<file path="src/rtl/whack_sequencer.sv">
// whack_sequencer
// Game controller for a five-circle whack-a-mole. Picks which circle is lit,
// times each appearance, scores hits on the lit circle and takes a life on a
// wrong press or a timeout. The visible window shrinks as the score grows.
//
// Ports:
//   clk        system clock
//   rst        synchronous active-high reset
//   start      one-cycle pulse, honoured only in IDLE and OVER
//   btn[4:0]   one-cycle press pulses, bit i = circle i
//   active     one-hot lit circle, or 0
//   hit_flash  one-hot circle flashing after a hit, or 0
//   score      hit count, saturating at 255
//   lives      remaining lives
//   game_over  high in OVER
//   busy       high in GAP, SHOW or HIT
module whack_sequencer #(
   parameter int unsigned SHOW_CYCLES  = 50_000_000,
   parameter int unsigned SHOW_MIN     = 15_000_000,
   parameter int unsigned SHOW_STEP    = 2_500_000,
   parameter int unsigned GAP_CYCLES   = 25_000_000,
   parameter int unsigned FLASH_CYCLES = 10_000_000,
   parameter int unsigned LIVES        = 3
) (
   input  logic       clk,
   input  logic       rst,
   input  logic       start,
   input  logic [4:0] btn,
   output logic [4:0] active,
   output logic [4:0] hit_flash,
   output logic [7:0] score,
   output logic [2:0] lives,
   output logic       game_over,
   output logic       busy
);

   typedef enum logic [2:0] {
      S_IDLE, S_GAP, S_SHOW, S_HIT, S_MISS, S_OVER
   } state_t;

   state_t      state;
   logic [31:0] cnt;
   logic [7:0]  lfsr;
   logic [2:0]  prev;

   logic        fb;
   logic [2:0]  r;
   logic [2:0]  idx;
   logic [4:0]  onehot;
   logic [31:0] dec;
   logic [32:0] lim;
   logic [31:0] win;

   assign fb = lfsr[7] ^ lfsr[5] ^ lfsr[4] ^ lfsr[3];

   // Fold 5..7 onto 0..2, then step past the previous circle so the same
   // circle never lights twice in a row.
   always_comb begin
      r   = lfsr[2:0];
      idx = 3'd0;
      if (r > 3'd4) r = r - 3'd5;
      if (r == prev) idx = (r == 3'd4) ? 3'd0 : r + 3'd1;
      else           idx = r;
   end

   assign onehot = 5'b00001 << idx;

   // Clamp is decided on dec + SHOW_MIN (33 bits) so the subtraction below
   // is only ever taken when it cannot underflow past the floor.
   assign dec = 32'(score[7:2]) * SHOW_STEP;
   assign lim = {1'b0, dec} + {1'b0, SHOW_MIN};
   assign win = (lim >= {1'b0, SHOW_CYCLES}) ? SHOW_MIN : SHOW_CYCLES - dec;

   always_ff @(posedge clk) begin
      if (rst) begin
         state     <= S_IDLE;
         cnt       <= '0;
         lfsr      <= 8'hA5;
         prev      <= 3'd0;
         active    <= '0;
         hit_flash <= '0;
         score     <= '0;
         lives     <= 3'(LIVES);
         game_over <= 1'b0;
         busy      <= 1'b0;
      end else begin
         lfsr <= {lfsr[6:0], fb};
         case (state)
            S_IDLE: begin
               if (start) begin
                  state <= S_GAP;
                  cnt   <= GAP_CYCLES;
                  busy  <= 1'b1;
               end
            end
            S_GAP: begin
               if (cnt == 32'd1) begin
                  state  <= S_SHOW;
                  active <= onehot;
                  prev   <= idx;
                  cnt    <= win;
               end else begin
                  cnt <= cnt - 32'd1;
               end
            end
            S_SHOW: begin
               // A press on the lit circle wins over stray bits and timeout.
               if ((btn & active) != 5'd0) begin
                  state     <= S_HIT;
                  score     <= (score == 8'hFF) ? score : score + 8'd1;
                  hit_flash <= active;
                  active    <= '0;
                  cnt       <= FLASH_CYCLES;
               end else if (btn != 5'd0 || cnt == 32'd1) begin
                  state  <= S_MISS;
                  active <= '0;
                  lives  <= lives - 3'd1;
                  busy   <= 1'b0;
               end else begin
                  cnt <= cnt - 32'd1;
               end
            end
            S_HIT: begin
               if (cnt == 32'd1) begin
                  state     <= S_GAP;
                  hit_flash <= '0;
                  cnt       <= GAP_CYCLES;
               end else begin
                  cnt <= cnt - 32'd1;
               end
            end
            S_MISS: begin
               if (lives == 3'd0) begin
                  state     <= S_OVER;
                  game_over <= 1'b1;
               end else begin
                  state <= S_GAP;
                  cnt   <= GAP_CYCLES;
                  busy  <= 1'b1;
               end
            end
            S_OVER: begin
               active <= '0;
               if (start) begin
                  state     <= S_GAP;
                  cnt       <= GAP_CYCLES;
                  score     <= '0;
                  lives     <= 3'(LIVES);
                  game_over <= 1'b0;
                  busy      <= 1'b1;
               end
            end
            default: state <= S_IDLE;
         endcase
      end
   end

endmodule
</file>
<file path="config.mk">
export PLATFORM = sky130hd
export DESIGN_NAME = whack_sequencer
export DESIGN_NICKNAME = d
export VERILOG_FILES = /design/src/rtl/whack_sequencer.sv
export SDC_FILE = /design/constraint.sdc
export NUM_CORES = 1
export LEC_CHECK = 0
export CAP_MARGIN = 20
export CORE_ASPECT_RATIO = 0.9
export CORE_MARGIN = 2
export CORE_UTILIZATION = 50
export DETAILED_ROUTE_END_ITERATION = 16
export GPL_ROUTABILITY_DRIVEN = 0
export PLACE_DENSITY = 0.8
export SETUP_SLACK_MARGIN = 0.15
export SLEW_MARGIN = 10
export SYNTH_ARGS = -nofsm -noshare
export SYNTH_HDL_FRONTEND = slang
export SYNTH_SLANG_ARGS = --single-unit
</file>
<file path="constraint.sdc">
create_clock -name clk -period 5.7 [get_ports clk]
set_clock_uncertainty 0.2 [all_clocks]
set_input_delay 1.14 -clock clk [delete_from_list [all_inputs] [get_ports clk]]
set_output_delay 1.14 -clock clk [all_outputs]
set_load 0.1 [all_outputs]
</file>
==> Yosys cells after proc, flatten, opt, wreduce, memory -nomap -nowiden <==
Cells that the tools add are included.
{ "word_totals": {"regBits": 69, "out_inout_bits": 23, "input_bits": 8, "elab_cells": 108} }
{ "classes": {"bitwise_logic": 4, "eq_ne": 21, "n_reduce_logical": 21, "multipliers": 1, "magnitude_cmp": 2, "n_shift": 1, "n_mux": 41, "addsub": 7} }
{ "op_table": {"columns": ["operator", "count"], "rows": [
  ["$mux 32", 7],
  ["$pmux 32 s5", 1],
  ["$mux 3", 12],
  ["$eq 32x1->1 const B", 1],
  ["$sub 32x1->32 const B", 1],
  ["$add 28x24->29 const B", 1],
  ["$ge 29x26->1 const B", 1],
  ["$sub 26x28->29 const A", 1],
  ["$mux 5", 5],
  ["$mux 8", 3],
  ["$mul 6x17->23 const B", 1],
  ["$ne 2x2->1 const B", 9],
  ["$pmux 8 s2", 1],
  ["$reduce_and 4->1", 4],
  ["$pmux 3 s5", 1],
  ["$pmux 5 s3", 1],
  ["$reduce_bool 5->1", 3],
  ["$pmux 5 s2", 1],
  ["$eq 3x3->1 const B", 3],
  ["$reduce_and 3->1", 3],
  ["$add 8x1->8 const B", 1],
  ["$eq 8x8->1 const B", 1],
  ["$eq 3x2->1 const B", 2],
  ["$logic_not 3->1", 2],
  ["other kinds (21)", 32]
]} }

==> Depth between registers and ports, before layout <==
{ "logic_depth": {"depth_word": 8, "depth_mapped": 19, "ltp_nobuf": 17} }

==> Least setup slack after synthesis <==
Ideal clock, no wire load.
{ "synth_timing": {"kind": "reg2reg", "startpoint": "reg score[3]", "endpoint": "reg cnt[29]", "path_slack_ns": -0.392, "required_ns": 5.384, "stages_incl_launch_ff": 19, "n_path_buf": 2, "arrival_time_ns": 5.775, "period_less_slack_ns": 6.092, "cell_sequence": "dfxtp_1 -> inv_1 -> ha_1 -> ha_1 -> fa_1 -> ha_1 -> fa_1 -> a211oi_4 -> o31a_4 -> a21oi_2 -> or2_4 -> buf_6 -> or3_4 -> o31ai_2 -> o211ai_1 -> a2111oi_4 -> a211oi_4 -> buf_6 -> a41o_1"} }
{ "synth_between": {"elab_chain_cells": 6, "elab_cells_between_ends": 7, "cone_classes": "add/sub (2); mul (1); order compare (1); mux (3)"} }
{ "synth_lines": {"columns": ["element", "line", "source"], "rows": [
  ["start: declaration", "31", "output logic [7:0] score,"],
  ["start signal: assignment", "110", "score <= (score == 8'hFF) ? score : score + 8'd1;"],
  ["$mul 6x17->23 (*)", "70", "assign dec = 32'(score[7:2]) * SHOW_STEP;"],
  ["$add 28x24->29", "71", "assign lim = {1'b0, dec} + {1'b0, SHOW_MIN};"],
  ["$ge 29x26->1", "72", "assign win = (lim >= {1'b0, SHOW_CYCLES}) ? SHOW_MIN : SHOW_CYCLES - dec;"],
  ["$mux 32 (*)", "72", null],
  ["$mux 32 (*)", "97", "if (cnt == 32'd1) begin"],
  ["$pmux 32 s5 (*)", "88", "case (state)"],
  ["end signal: assignment", "101", "cnt <= win;"],
  ["end signal: assignment", "103", "cnt <= cnt - 32'd1;"],
  ["end signal: assignment", "120", "cnt <= cnt - 32'd1;"],
  ["end: declaration", "42", "logic [31:0] cnt;"]
]} }
Mark *: on every way between the ends. The rest lies on a longest branch, timed or not.
A chain may end at the register's enable or synchronous reset.

==> Worst setup path after layout <==
{ "layout_timing": {"startpoint": "reg score[2]", "endpoint": "reg cnt[30]"} }
The elaborated chain is that of the path after synthesis.

==> reports/metrics.yaml <==
timing:
  worstMarginPinSlew_ns: 1.12
  finalCritPeriodShare_pct: 94.1
  max_freq_mhz: 186
  setup_viol: 0
  finalMaxSlewViolations: 0
  relSlewSlack_pct: 25.4
  rsz0062_at_grt: "no"
  hold_viol: 0
  fin_setup_tns_ns: 0
  layout_min_cycle_time_ns: 5.37
  whs_ns: 0.206
routing:
  wl_met1_mm: 8.61
  routed-via-count: 6852
  vias_per_cell: 6.30
  top_layer: "met4"
  met3_length_mm: 1.51
  antenna_left: 0
  dr_wl_met2_mm: 8.28
  drc_errors: 0
  first_iter_violations: 685
  drt_first_pass_iters: 5
  wire_per_inst_um: 17.3
  wl_mm: 18.8
run:
  cap_violations: 0
pwr:
  power_frac_comb_pct: 50.7
  powerDensity_nw_per_um2: 360
  p_switching_uw: 1270
  clockPowerShare_pct: 23.2
  switching_share_pct: 46.0
  leakagePower_uw: 0.00325
  seq_power_share_pct: 26.1
  peakVddDrop_mv: 0.243
  power_uw: 2760
  p_int_uw: 1490
synth:
  synth-async-reset-ratio_pct: 0
  netlist-cell-type-count: 83
  yosysSeqAreaShare_pct: 20.4
  yosysTopAreaCell: "dfxtp_1"
  syn_area_um2: 6760
  ys_top_cells_by_area: "dfxtp_1 (20%), ha_1 (11%), nor2_1 (5.8%), a21oi_1 (5.2%), xnor2_1 (5.1%)"
  syn_nets: 966
  synth_commonest_cells: "nor2_1 (104), nand2_1 (84), a21oi_1 (70)"
  synth_seq_cells: 69
  yosys_most_used_dff: "dfxtp_1"
  synthMostInstantiatedCell: "nor2_1"
  ys_warn_count: 0
  synth_top_cell_area_share_pct: 20.4
  synth-edff-count: 0
  syn_area_per_cell_um2: 7.58
  synthCells: 891
cts:
  clockBufferDepth: 2
  cts_tree: "done"
  cts.clk_slew.worst_paths_ns: 0.06
  root_buffer: "clkbuf_16"
  clk_latency_ns: 0.34
  cts_hold_buf: 0
  htree_levels: 3
  cts_buffers: 9
  clock_sinks: 69
critical_path:
  startpoint_type: "register"
  path_class: "register to register"
  critical_path.endpoint_type: "register"
  crit_arrival_ns: 5.39
  required_ns: 5.73
  cp_max_fo: 22
status:
  status: "complete, no violations"
floorplan:
  boundaryPins: 31
  rows: 40
  fp.dieH_um: 114
  core-area_um2: 13300
  die_x_um: 127
  dieArea_um2: 14500
  initial_core_util_pct: 50.9
placement:
  port_buffers: 30
  dp_hpwl_mm: 13.9
global_route:
  grt_pass1_vias: 6305
  grt-ovfl-total: 0
  antenna_found_initial: 0
  grt_usage_pct: 26.1
  grt_max_degree: 52
  grt_pass1_wl_mm: 31.1
worst_hold_path:
  hold_path_class: "register to register"
cells_and_area:
  nFillCells: 1197
  synthToLayoutAreaGrowth_pct: 13.6
  drive_gt1_share_pct: 9.36
  antenna-diode-count: 0
  nets: 989
[layout by cell type, fill, tap and decap left out, types with 8 or more instances in the layout]
| cell type | count |
|---|---|
| o21a_1 | 14 |
| a21oi_1 | 70 |
| nor3_1 | 42 |
| dfxtp_1 | 63 |
| or3_1 | 9 |
| clkbuf_16 | 9 |
| nand4_1 | 12 |
| xor2_1 | 21 |
| a22oi_1 | 10 |
| xnor2_1 | 38 |
| or4_1 | 8 |
| nand2_1 | 84 |
| nor2_1 | 103 |
| nor2b_1 | 9 |
| fa_1 | 10 |
| nor4_1 | 11 |
| o21ai_0 | 52 |
| nand3_1 | 23 |
| buf_4 | 17 |
| clkdlybuf4s50_1 | 29 |
| inv_1 | 46 |
| ha_1 | 56 |
| o211ai_1 | 11 |
[path summary, 6_finish.rpt]
kind             from  endpoint  slack (ns)  depth (start not counted)
max          score[2]   cnt[30]        0.33                         17
min           lfsr[6]   lfsr[7]        0.21                          1
max reg2reg  score[2]   cnt[30]        0.33                         17
min reg2reg   lfsr[6]   lfsr[7]        0.21                          1
[critical path: stages, from the launching register on]
cell and delay, ns:
dfxtp_2 0.44, inv_1 0.12, ha_1 0.35, ha_1 0.21, fa_1 0.44, ha_1 0.25, fa_1 0.47, a211oi_4 0.29
o31a_4 0.23, a21oi_2 0.09, or2_4 0.33, or3_4 0.41, o31ai_2 0.22, o211ai_1 0.16, a2111oi_4 0.49, a211oi_4 0.12
buf_8 0.20, a41o_1 0.24
[logic make-up after synthesis]
group           Yosys count  synth area share (%)
flops                    69                  20.4
simple gates            346                  24.7
compound gates          256                  26.7
fa+ha+maj                67                  13.5
xor+xnor                 64                  8.52
mux                       7                  1.15
buf+inv                  82                  4.98
[cell type report]
class	count	area [um2]	area share (%)
clock buffers	13	280	3.65
clock inverters	3	65.1	0.848
inverters	46	173	2.25
multi-input cells	740	5110	66.7
flip-flops and latches	69	1390	18.1
well taps	168	210	2.74
repair buffers	48	438	5.71
[sequential cells by signal (all words and copies together) (netlist names)]
register / count
game_over: 1
state: 3
active: 5
lfsr: 8
score: 8
cnt: 32
prev: 3
hit_flash: 5
lives: 3
busy: 1
[per-layer routing]
layer  vias to the layer above  global-route usage (%)
met3                        40                    5.19
li1                       3293                       -
met1                      3223                    36.1
met4                         0                    6.52
met2                       296                    42.0
met5                         -                       0
[power groups by stage]
stage / combinational, uW / sequential, uW / clock [uW]
floorplan: 1040 / 728 / 0
global placement: 1320 / 720 / 0
detailed placement: 1350 / 722 / 0
CTS: 1370 / 712 / 644
global route: 1540 / 736 / 667
finish: 1400 / 720 / 641
[per-stage QoR]
stage | area [um2] | setup slack [ns] | utilization [%] | cells
3_3_place_gp | 7220 | 0.318 | 54.5 | 1068
4_1_cts | 7570 | 0.151 | 57.1 | 1084
5_1_grt | 7670 | 0.130 | 57.8 | 1087
6_report | 7670 | 0.334 | 57.8 | 1087
2_1_floorplan | 6770 | 0.157 | - | 891
3_5_place_dp | 7220 | 0.173 | 54.5 | 1068
[timing repair]
| action | CTS | global route |
|---|---|---|
| setup buffers | 0 | 3 |
| setup endpoints to repair | 0 | 27 |
| resized for setup | 0 | 15 |
(Power assumes the default switching activity.)
